<file path="src/rtl/pri_enc_8to3.sv">
// pri_enc_8to3: registered 8-to-3 priority encoder, d7 highest priority.
//
// Outputs {q2,q1,q0} carry the index of the highest asserted request line
// and vld flags that at least one line was high; both are captured on the
// rising edge of clk, so there is exactly one cycle of latency and no
// combinational path from d* to the outputs.
//
// Build option (macro PRI_ENC_8TO3_HOLD_EN):
//   undefined (default) - an all-zero sample registers code 000, vld 0.
//   defined             - an all-zero sample keeps the previous code, vld 0.
// Ports, latency and reset behaviour are identical in both builds.

module pri_enc_8to3 (
    input  logic clk,
    input  logic rst_n,
    input  logic d0,
    input  logic d1,
    input  logic d2,
    input  logic d3,
    input  logic d4,
    input  logic d5,
    input  logic d6,
    input  logic d7,
    output logic q0,
    output logic q1,
    output logic q2,
    output logic vld
);

    logic [7:0] req;
    logic [2:0] idx;
    logic       any_req;
    logic [2:0] code_d, code_q;
    logic       vld_d, vld_q;

    assign req = {d7, d6, d5, d4, d3, d2, d1, d0};

    // Priority search from the top down. Once a line tests true the lower
    // lines are never examined, so X/Z below the winner cannot leak out.
    always_comb begin
        idx     = 3'd0;
        any_req = 1'b0;
        if (req[7]) begin
            idx     = 3'd7;
            any_req = 1'b1;
        end else if (req[6]) begin
            idx     = 3'd6;
            any_req = 1'b1;
        end else if (req[5]) begin
            idx     = 3'd5;
            any_req = 1'b1;
        end else if (req[4]) begin
            idx     = 3'd4;
            any_req = 1'b1;
        end else if (req[3]) begin
            idx     = 3'd3;
            any_req = 1'b1;
        end else if (req[2]) begin
            idx     = 3'd2;
            any_req = 1'b1;
        end else if (req[1]) begin
            idx     = 3'd1;
            any_req = 1'b1;
        end else if (req[0]) begin
            idx     = 3'd0;
            any_req = 1'b1;
        end
    end

    // Next-state selection: idle samples either clear or hold the code.
    always_comb begin
        vld_d = any_req;
`ifdef PRI_ENC_8TO3_HOLD_EN
        code_d = any_req ? idx : code_q;
`else
        code_d = any_req ? idx : 3'd0;
`endif
    end

    // Output registers; reset clears them immediately, without a clock.
    always_ff @(posedge clk or negedge rst_n) begin
        if (!rst_n) begin
            code_q <= 3'd0;
            vld_q  <= 1'b0;
        end else begin
            code_q <= code_d;
            vld_q  <= vld_d;
        end
    end

    assign q0  = code_q[0];
    assign q1  = code_q[1];
    assign q2  = code_q[2];
    assign vld = vld_q;

endmodule

</file>
<file path="config.mk">
export PLATFORM = sky130hd
export DESIGN_NAME = pri_enc_8to3
export DESIGN_NICKNAME = d
export VERILOG_FILES = /design/src/rtl/pri_enc_8to3.sv
export SDC_FILE = /design/constraint.sdc
export NUM_CORES = 1
export LEC_CHECK = 0
export CORE_AREA = 5 5 42 44
export CTS_BUF_LIST = sky130_fd_sc_hd__clkbuf_16
export CTS_CLUSTER_SIZE = 20
export DETAILED_ROUTE_END_ITERATION = 8
export DIE_AREA = 0 0 47 49
export PLACE_DENSITY_LB_ADDON = 0.08
export SYNTH_ARGS = -nofsm -noshare
export SYNTH_HDL_FRONTEND = slang
export SYNTH_SLANG_ARGS = --single-unit
</file>
<file path="constraint.sdc">
create_clock -name clk -period 0.8 [get_ports clk]
set_input_delay 0.16 -clock clk [delete_from_list [all_inputs] [get_ports clk]]
set_output_delay 0.16 -clock clk [all_outputs]
set_load 0.05 [all_outputs]
</file>
==> results of run 1 <==
==> placed cells by master (no fill, tap or decap) <==
cell type,synthesis,layout
dfrtp_1,4,4
dlygate4sd2_1,0,4
buf_12,0,4
clkbuf_16,0,3
dlymetal6s2s_1,0,3
nor2_2,0,2
nor2_1,4,2
o31ai_1,2,2
clkdlybuf4s50_1,0,2
nand4_1,1,1
clkinv_2,0,1
a21oi_2,0,1
inv_1,1,1
a21oi_1,2,1
nand2_1,1,1
==> sequential cells by signal, indices dropped and copies added, names as in the netlist <==
name and flops:
vld 1, code_q 3
==> cells in the mapped netlist (all sizes together) <==
| cell type | count |
|---|---|
| nand4 | 1 |
| nand2 | 1 |
| o31ai | 2 |
| dfrtp | 4 |
| nor2 | 4 |
| a21oi | 2 |
| inv | 1 |
| clkinv | 1 |
==> power by group through the flow <==
stage | Combinational (W) | Clock (W) | Sequential [W]
after floorplan | 0.0000156 | 0 | 0.000244
after global placement | 0.000133 | 0 | 0.000220
after CTS | 0.000129 | 0.000782 | 0.000218
after detailed placement | 0.000133 | 0 | 0.000220
after global routing | 0.000138 | 0.000803 | 0.000219
final | 0.000128 | 0.000769 | 0.000218
==> per-stage QoR <==
step / power, W / hold slack (ns) / setup TNS (ns)
after floorplan: 0.000260 / -0.136 / 0
after global placement: 0.000353 / 0.377 / -0.902
after detailed placement: 0.000354 / 0.376 / -0.926
after CTS: 0.00113 / 0.144 / -0.500
after global routing: 0.00116 / 0.154 / -0.552
final: 0.00112 / 0.137 / -0.474
==> timing repair <==
item / 4_1_cts / 5_1_grt
resized for setup: 6 / 5
pin swaps: 2 / 3
setup endpoints to repair: 7 / 7
==> layout make-up <==
class / count / area share
clock buffers: 3 / 0.172
inverters: 2 / 0.0201
multi-input cells: 10 / 0.135
flip-flops and latches: 4 / 0.230
well taps: 16 / 0.0460
repair buffers: 13 / 0.397
==> logic make-up (layout without fill, tap and decap cells) <==
| group | after synthesis | count (layout) |
|---|---|---|
| buffers and inverters | 2 | 18 |
| flip-flops | 4 | 4 |
| AND/OR/NAND/NOR | 6 | 6 |
| AO/OA/AOI/OAI | 4 | 4 |
==> worst paths after layout <==
check / startpoint / to / slack, ns
max: code_q[2] / q2 / -0.12
min: rst_n / code_q[1] / 0.14
max in group asynchronous: rst_n / vld / 0.50
min in group clk: d7 / code_q[0] / 0.21
==> routing by layer <==
metal | vias to the layer above | global-route usage
met5 | - | 0
met4 | 0 | 0.0829
met3 | 2 | 0.0295
met2 | 17 | 0.0452
met1 | 69 | 0.0533
li1 | 88 | -
==> flow_summary.toml, run 1 <==
[detailed_routing]
met1Wirelength_um = 171
met3_wirelength_um = 81
vias_per_cell = 3.67
via_count_of_the_routed_design = 176
routed_wire_length_per_instance_um = 9.04
violation_count_after_the_first_detailed_routing_iteration = 2
postRouteWirelength_um = 434
routed-wl-met2_um = 161
drt_pass1_iterations = 4
post-route-drc-count = 0
highest_metal_layer_with_signal_wires = "met4"
antenna_violating_nets_post_route = 0

[status]
outcome = "complete, but fails checks"
failed_checks = "negative setup slack"

[placement]
numPortBuffers = 13
routabilityCongestion = 0.756
dpl_cell_area_um2 = 348
dp_slack_ns = -0.249
dpl.cell_count = 45
dp_hpwl_um = 373

[synth]
postSynthAreaPerCell_um2 = 9.85
ys_seq_area_frac = 0.635
syn-instance-count = 16
yosys.area.top_type = "dfrtp_1"
synth.cell_area_um2 = 158
synth_area_in_xor_xnor = 0
ys.warnings.count = 0
synthAdderAreaFrac = 0
synth.distinct_cells = 8
synth-simple-area-share = 0.159
synth.net_count = 26
post_synth_mux_area_share = 0
synth_seq_cells = 4
netlist.area_leader.share = 0.635
synth_top_family_by_area = "compound AO/OA/AOI/OAI gates"
synthTopCellsByArea = "dfrtp_1 63%, nor2_1 9.5%, o31ai_1 9.5%"
synth-compound-area-share = 0.159

[global_routing]
grt_pass1_wl_um = 710
grt_max_degree = 5
grtUsageTotal = 0.0495
grt_antenna_before_repair = 0
first_global_vias = 180
grt_total_ovfl = 0

[die]
core_box_area_um2 = 1400
core.rowCount = 14
dieWidth_um = 47
die_area_um2 = 2300
floorplan.initialDensity = 0.112
die_y_um = 49
io_pins = 14

[clock_network]
cts_hold_repair.buffers = 0
tritoncts_clock_tree = "yes"
cts_made_buffers = 3
clock_path_buffers = 2
tritoncts_num_sinks = 4
depth_of_the_cts_h_tree = 1
ctsRootBufferMaster = "clkbuf_16"
cts.clk_slew.worst_paths_ns = 0.03
cts_setup_buffers = 0

[finish]
area_of_the_multi_input_gates_um2 = 58.8
synthToLayoutAreaGrowth_pct = 176
design.final.nets = 44
layout.area.seq_um2 = 100
diodes = 0
final_util = 0.311
drive_gt1_frac = 0.344
instances_no_fill = 48
fillcell_total = 157
final_design_area_no_fill_um2 = 435

[timing]
worst_slew_margin_rel = 0.845
timing_worst_slew_pin_value_ns = 0.230
period_share = 1.15
timing_max_transition_violations_final = 0
report.final.setup_viol = 4
max_clock_freq_mhz = 1090
hold_viol_final = 0
final.setup.worst_slack_ns = -0.121
final.min_clock_period_ns = 0.921
rsz0062_at_grt = "true"

[setup_path]
critPathKind = "register to output port"
critical_path_peak_fanout = 1
cpMaxStageDelayCell = "dfrtp_1"
worstPathArrival_ns = 0.76
critPathMaxStageDelay_ns = 0.38
worst-endpoint-required_ns = 0.64
endpoint_kind = "output port"
crit_chain = "buf_12"
critPathBufInv = 1
timing.critical_path.max_delay_family = "flip-flops"
crit_path_start_kind = "register"
crit_cells = 1

[job]
max-cap-violations = 0

[power_and_ir_drop]
static-leakage-power_nw = 0.209
cell_internal_pwr_w = 0.000918
irDropWorstVdd_uv = 802
share_comb_of_total_power = 0.115
power_frac_clock = 0.689
net_switching_power_figure_w = 0.000197
power_frac_seq = 0.195
power_switching_share = 0.177
pwr_density_cell_nw_per_um2 = 2560

[worst_hold_path]
holdCritPathClass = "input port to async pin"
Note: power is estimated with default switching activity, not from simulation.
==> run 2, diff against run 1 <==
- clock period: 0.8 -> 0.85 ns (I/O delays scaled with it)
==> flow_summary.toml, run 2 (synthesis gave the netlist of run 1 again) <==
[status]
outcome = "complete, but fails checks"
failed_checks = "negative setup slack"

[timing]
worst_slew_margin_rel = 0.865
timing_worst_slew_pin_value_ns = 0.202
max_clock_freq_mhz = 1070
rsz0062_at_grt = "true"
period_share = 1.10
report.final.setup_viol = 4
final.min_clock_period_ns = 0.931
hold_viol_final = 0
final.setup.worst_slack_ns = -0.0809
timing_max_transition_violations_final = 0

[setup_path]
critPathBufInv = 1
crit_chain = "buf_12"
critPathKind = "register to output port"
worstPathArrival_ns = 0.76
endpoint_kind = "output port"
critical_path_peak_fanout = 1
timing.critical_path.max_delay_family = "flip-flops"
crit_path_start_kind = "register"
worst-endpoint-required_ns = 0.68
critPathMaxStageDelay_ns = 0.38
cpMaxStageDelayCell = "dfrtp_1"
crit_cells = 1

[clock_network]
cts_hold_repair.buffers = 0
depth_of_the_cts_h_tree = 1
tritoncts_clock_tree = "yes"
cts_setup_buffers = 0
cts.clk_slew.worst_paths_ns = 0.03
tritoncts_num_sinks = 4
cts_made_buffers = 3
ctsRootBufferMaster = "clkbuf_16"
clock_path_buffers = 2

[die]
die_y_um = 49
dieWidth_um = 47
core.rowCount = 14
die_area_um2 = 2300
io_pins = 14
floorplan.initialDensity = 0.112
core_box_area_um2 = 1400

[finish]
design.final.nets = 44
regMostFlops = "code_q"
largest_register_ffs = 3
layout.cells.most_common_list = "5 x clkdlybuf4s50_1, 4 x dfrtp_1, 4 x dlymetal6s2s_1, 4 x buf_12, 3 x clkbuf_16"
final_util = 0.321
synthToLayoutAreaGrowth_pct = 186
drive_gt1_frac = 0.375
layout_commonest_cell = "clkdlybuf4s50_1"
diodes = 0

[detailed_routing]
vias_per_cell = 3.90
postRouteWirelength_um = 493
violation_count_after_the_first_detailed_routing_iteration = 0
antenna_violating_nets_post_route = 0
post-route-drc-count = 0
drt_pass1_iterations = 1
routed_wire_length_per_instance_um = 10.3
via_count_of_the_routed_design = 187

[power_and_ir_drop]
static-leakage-power_nw = 0.211
pwr_density_cell_nw_per_um2 = 2350
irDropWorstVdd_uv = 688

[global_routing]
grt_max_degree = 5
grt_antenna_before_repair = 0
grt_total_ovfl = 0
first_global_vias = 201
grt_pass1_wl_um = 696
grtUsageTotal = 0.0488

[worst_hold_path]
holdCritPathClass = "input port to async pin"

[placement]
dp_slack_ns = -0.227
dp_hpwl_um = 359
routabilityCongestion = 0.735
numPortBuffers = 13

[job]
max-cap-violations = 0
[run 2: metrics by stage]
| step | area [µm²] | total power, W | instances | setup TNS [ns] | hold WS (ns) |
|---|---|---|---|---|---|
| final | 450 | 0.00106 | 48 | -0.311 | 0.150 |
| after global routing | 450 | 0.00110 | 48 | -0.384 | 0.170 |
| after CTS | 423 | 0.00107 | 48 | -0.339 | 0.147 |
| after detailed placement | 348 | 0.000333 | 45 | -0.806 | 0.378 |
| after global placement | 348 | 0.000332 | 45 | -0.759 | 0.384 |
| after floorplan | 158 | 0.000245 | 16 | 0 | -0.126 |
[run 2: worst max path at each step]
| stage | startpoint | end | slack [ns] |
|---|---|---|---|
| after floorplan | code_q[0] | q0 | 0.09 |
| final | code_q[0] | q0 | -0.08 |
| after detailed placement | d6 | code_q[0] | -0.23 |
| after CTS | code_q[0] | q0 | -0.09 |
| after global routing | code_q[0] | q0 | -0.10 |
| after global placement | d6 | code_q[0] | -0.22 |
[run 2: layout make-up]
class / instances / area [µm²]
multi-input cells: 10 / 67.6
flip-flops and latches: 4 / 100
well taps: 16 / 20.0
inverters: 2 / 7.51
clock buffers: 3 / 75.1
repair buffers: 13 / 180
fillers: 162 / 951
[run 2: power by group]
group          switching (W)  total, W  leakage [nW]  internal [W]
clock               0.000120  0.000720        0.0370      0.000600
sequential        0.00000592  0.000205        0.0386      0.000199
combinational      0.0000608  0.000133         0.136     0.0000721
total               0.000187   0.00106         0.211      0.000871
[run 2: routing by layer]
metal | part of all wire | wire length [µm] | GRT usage
met3 | 0.18 | 88 | 0.0185
met1 | 0.32 | 159 | 0.0401
met4 | 0.039 | 19 | 0.0968
met2 | 0.46 | 226 | 0.0566
met5 | 0 | 0 | 0
[run 2: repair_timing]
item | 4_1_cts | 5_1_grt
pin swaps | 0 | 3
setup endpoints to repair | 4 | 8
resized for setup | 0 | 9
endpoints found under the hold margin | 0 | 0
==> run 3, diff against run 2 <==
- CTS_CLUSTER_SIZE: 20 -> 24
- clock period: 0.85 -> 0.8 ns (I/O delays scaled with it)
==> results of run 3 <==
No change in the layout: final DEF, timing and power equal those of run 1.
==> patch (settings of run 3) <==
Add a define of `PRI_ENC_8TO3_HOLD_EN`.
--- a/src/rtl/pri_enc_8to3.sv
+++ b/src/rtl/pri_enc_8to3.sv
@@ -11,2 +11,4 @@
 // Ports, latency and reset behaviour are identical in both builds.
+
+`define PRI_ENC_8TO3_HOLD_EN
 
Function: changed (Yosys sat finds a counterexample within 4 cycles, from zero or initial values and one cycle with rst_n low).
==> patch against run 3 <==
  * The run still ends with setup timing left
  * Final area increased by 26%
  * Total power increased by 6.4%
  * Area after synthesis increased by 21%
  * Maximum frequency shrank 4.3%
  * Global-route usage grew 1.3 points
  * Worst setup slack worse by 0.042 ns
  * Synthesized cell count rose by 19%
  * Count of clock-buffer cells in the layout is the same
  * Sequential cell count stayed put
  * First-iteration DRC count down 100%
  * Clock power is 2% higher
  * Routed wire length is 50% higher
  * Critical path type unchanged
  * Critical endpoint is now q1
==> patch: results (changes against run 3) <==
Dpl cells - 56 (was 45)
Worst Path Arrival - 0.80 ns (was 0.76 ns)
Root Driver - clkbuf_16 (unchanged)
1st-iter DRT viols - 0 (was 2)
Post-synth top cells - 4 x dfrtp_1, 3 x nand2_1 (was 4 x dfrtp_1, 4 x nor2_1, 2 x a21oi_1, 2 x o31ai_1)
Crit-path max FO - 2 (was 1)
Synthesized Nets - 29 (was 26)
Nets@finish - 57 (was 44)
GRT Overall Usage - 6.285% (was 4.947%)
Sequential fraction of the synthesis area - 52.63% (was 63.49%)
First-pass iteration count of the detailed router - 1 (was 4)
Static leakage power - 0.2387 nW (was 0.2093 nW)
Latest clock arrival within the worst-skew pair - 0.22 ns
GP Congestion - 0.7139 (was 0.7555)
Peak VDD IR - 873.1 µV (was 801.7 µV)
Slew margin rel. - 84.81% (was 84.54%)
Max reg flops - 3 (unchanged)
Top post-synthesis cells by area - dfrtp_1 53%, nor4_2 13%, nand2_1 5.9%, a21oi_1 5.3%, o311ai_1 4.6% (was dfrtp_1 63%, nor2_1 9.5%, o31ai_1 9.5%, a21oi_1 6.3%, nand4_1 4.0%)
Fin cells - 62 (was 48)
Post-detail-place hpwl - 506.8 µm (was 373.1 µm)
Largest net degree at the start of global routing - 5 (unchanged)
# fillers - 148 (was 157)
Yosys Warn Count - 0 (unchanged)
Clock Skews - 0 ns
Detailed Route WL - 653 µm (was 434 µm)
Worst-path clk slew - 0.03 ns (about the same)
CP max-delay cell - dfrtp_2 (was dfrtp_1)
Fraction of layout cells with a size suffix above 1 - 67.39% (was 34.38%)
Yosys cell types - 10 (was 8)
Hold Crit Class - input pin to async pin (unchanged)
Syn Inst Count - 19 (was 16)
Max Buffers Root-to-Sink - 2 (unchanged)
Diodes inserted - 0 (unchanged)
Flop2flop setup slack - -0.02 ns
Max H-tree Level - 1 (unchanged)
Failing checks - setup timing (unchanged)
Port bufs - 13 (unchanged)
Setup TNS - -0.6267 ns (was -0.4740 ns)
CP peak stage delay - 0.42 ns (was 0.38 ns)
Share of the synthesized area in the top cell type - 52.63% (was 63.49%)
Setup WS post-layout - -0.1626 ns (was -0.1209 ns)
Status - finished, violations left (unchanged)
First-pass GRT wire length - 945 µm (was 710 µm)
Internal power - 0.9564 mW (was 0.9178 mW)
Num CTS Buffers - 3 (unchanged)
CP delay by family, top - flip-flops (unchanged)
Initial antenna violation count - 0 (unchanged)
Total number of vias - 254 (was 176)
Register with the most flip-flops - code_q (unchanged)
Ys async rst share - 100.0% (unchanged)
Final setup vio count - 6 (was 4)
## patch: changes by cell type after synthesis
| cell | change |
|---|---|
| o311ai_1 | +1 |
| nand4_1 | -1 |
| clkinv_1 | -1 |
| nor2_1 | -2 |
| nand2_1 | +2 |
| nand3_1 | +1 |
| nor4_2 | +2 |
| o31ai_1 | -1 |
| a211oi_1 | +1 |
| inv_1 | +1 |
## patch: final cells by class
class,count,area (µm²),area share (%)
repair buffers,23,234.0,42.69
well taps,16,20.02,3.653
clock buffers,3,75.07,13.70
clock inverters,1,3.754,0.6849
multi-input cells,13,103.9,18.95
inverters,2,7.507,1.370
flip-flops and latches,4,103.9,18.95
## patch: repair_timing
action	in CTS	in global routing
setup buffers	1	1
pin swaps	4	3
resized for setup	16	6
endpoints found under the hold margin	0	0
hold buffers	0	0
setup endpoints to repair	8	8
## patch: routing by layer
| layer | GRT usage [%] | share of wire [%] | vias to the layer above | wire [µm] |
|---|---|---|---|---|
| met5 | 0 | 0 | - | 0 |
| met4 | 6.912 | 2.9 | 0 | 19 |
| met3 | 3.690 | 8.6 | 2 | 56 |
| met2 | 8.371 | 53 | 9 | 346 |
| met1 | 5.987 | 35 | 121 | 230 |
| li1 | - | - | 122 | - |
## patch: final timing paths
kind / cells after the start / endpoint / start
worst max-delay path: 1 / q1 / code_q[1]$_DFFE_PN0P_
worst min register to register: 3 / code_q[2]$_DFFE_PN0P_ / code_q[2]$_DFFE_PN0P_
max in group asynchronous: 1 / code_q[0]$_DFFE_PN0P_ / rst_n
min in group clk: 4 / code_q[1]$_DFFE_PN0P_ / d7
worst max register to register: 2 / code_q[1]$_DFFE_PN0P_ / code_q[1]$_DFFE_PN0P_
worst min-delay path: 1 / code_q[1]$_DFFE_PN0P_ / rst_n
## patch: cell families (layout without fill, tap and decap cells)
logic type | Yosys count | count (layout) | synth area share (%)
AOI/OAI and AO/OA | 5 | 5 | 17.77
buffers and inverters | 2 | 29 | 3.949
DFF | 4 | 4 | 52.63
and+or+nand+nor | 8 | 8 | 25.65
## patch: per-stage QoR
step | setup WS (ns) | area (µm²) | hold WS, ns
floorplan | -0.09353 | 203.9 | -0.1356
global placement | -0.4789 | 454.2 | 0.3797
detailed placement | -0.4942 | 454.2 | 0.3801
CTS | -0.1654 | 543.0 | 0.1468
global route | -0.1730 | 548.0 | 0.1629
finish | -0.1626 | 548.0 | 0.1426
## patch: power groups by stage
| stage | Combinational [mW] | Sequential [mW] | Clock [mW] |
|---|---|---|---|
| 2_1_floorplan | 0.0203 | 0.248 | 0 |
| 3_3_place_gp | 0.172 | 0.225 | 0 |
| 3_5_place_dp | 0.173 | 0.225 | 0 |
| 4_1_cts | 0.171 | 0.222 | 0.801 |
| 5_1_grt | 0.186 | 0.224 | 0.820 |
| 6_report | 0.175 | 0.223 | 0.788 |
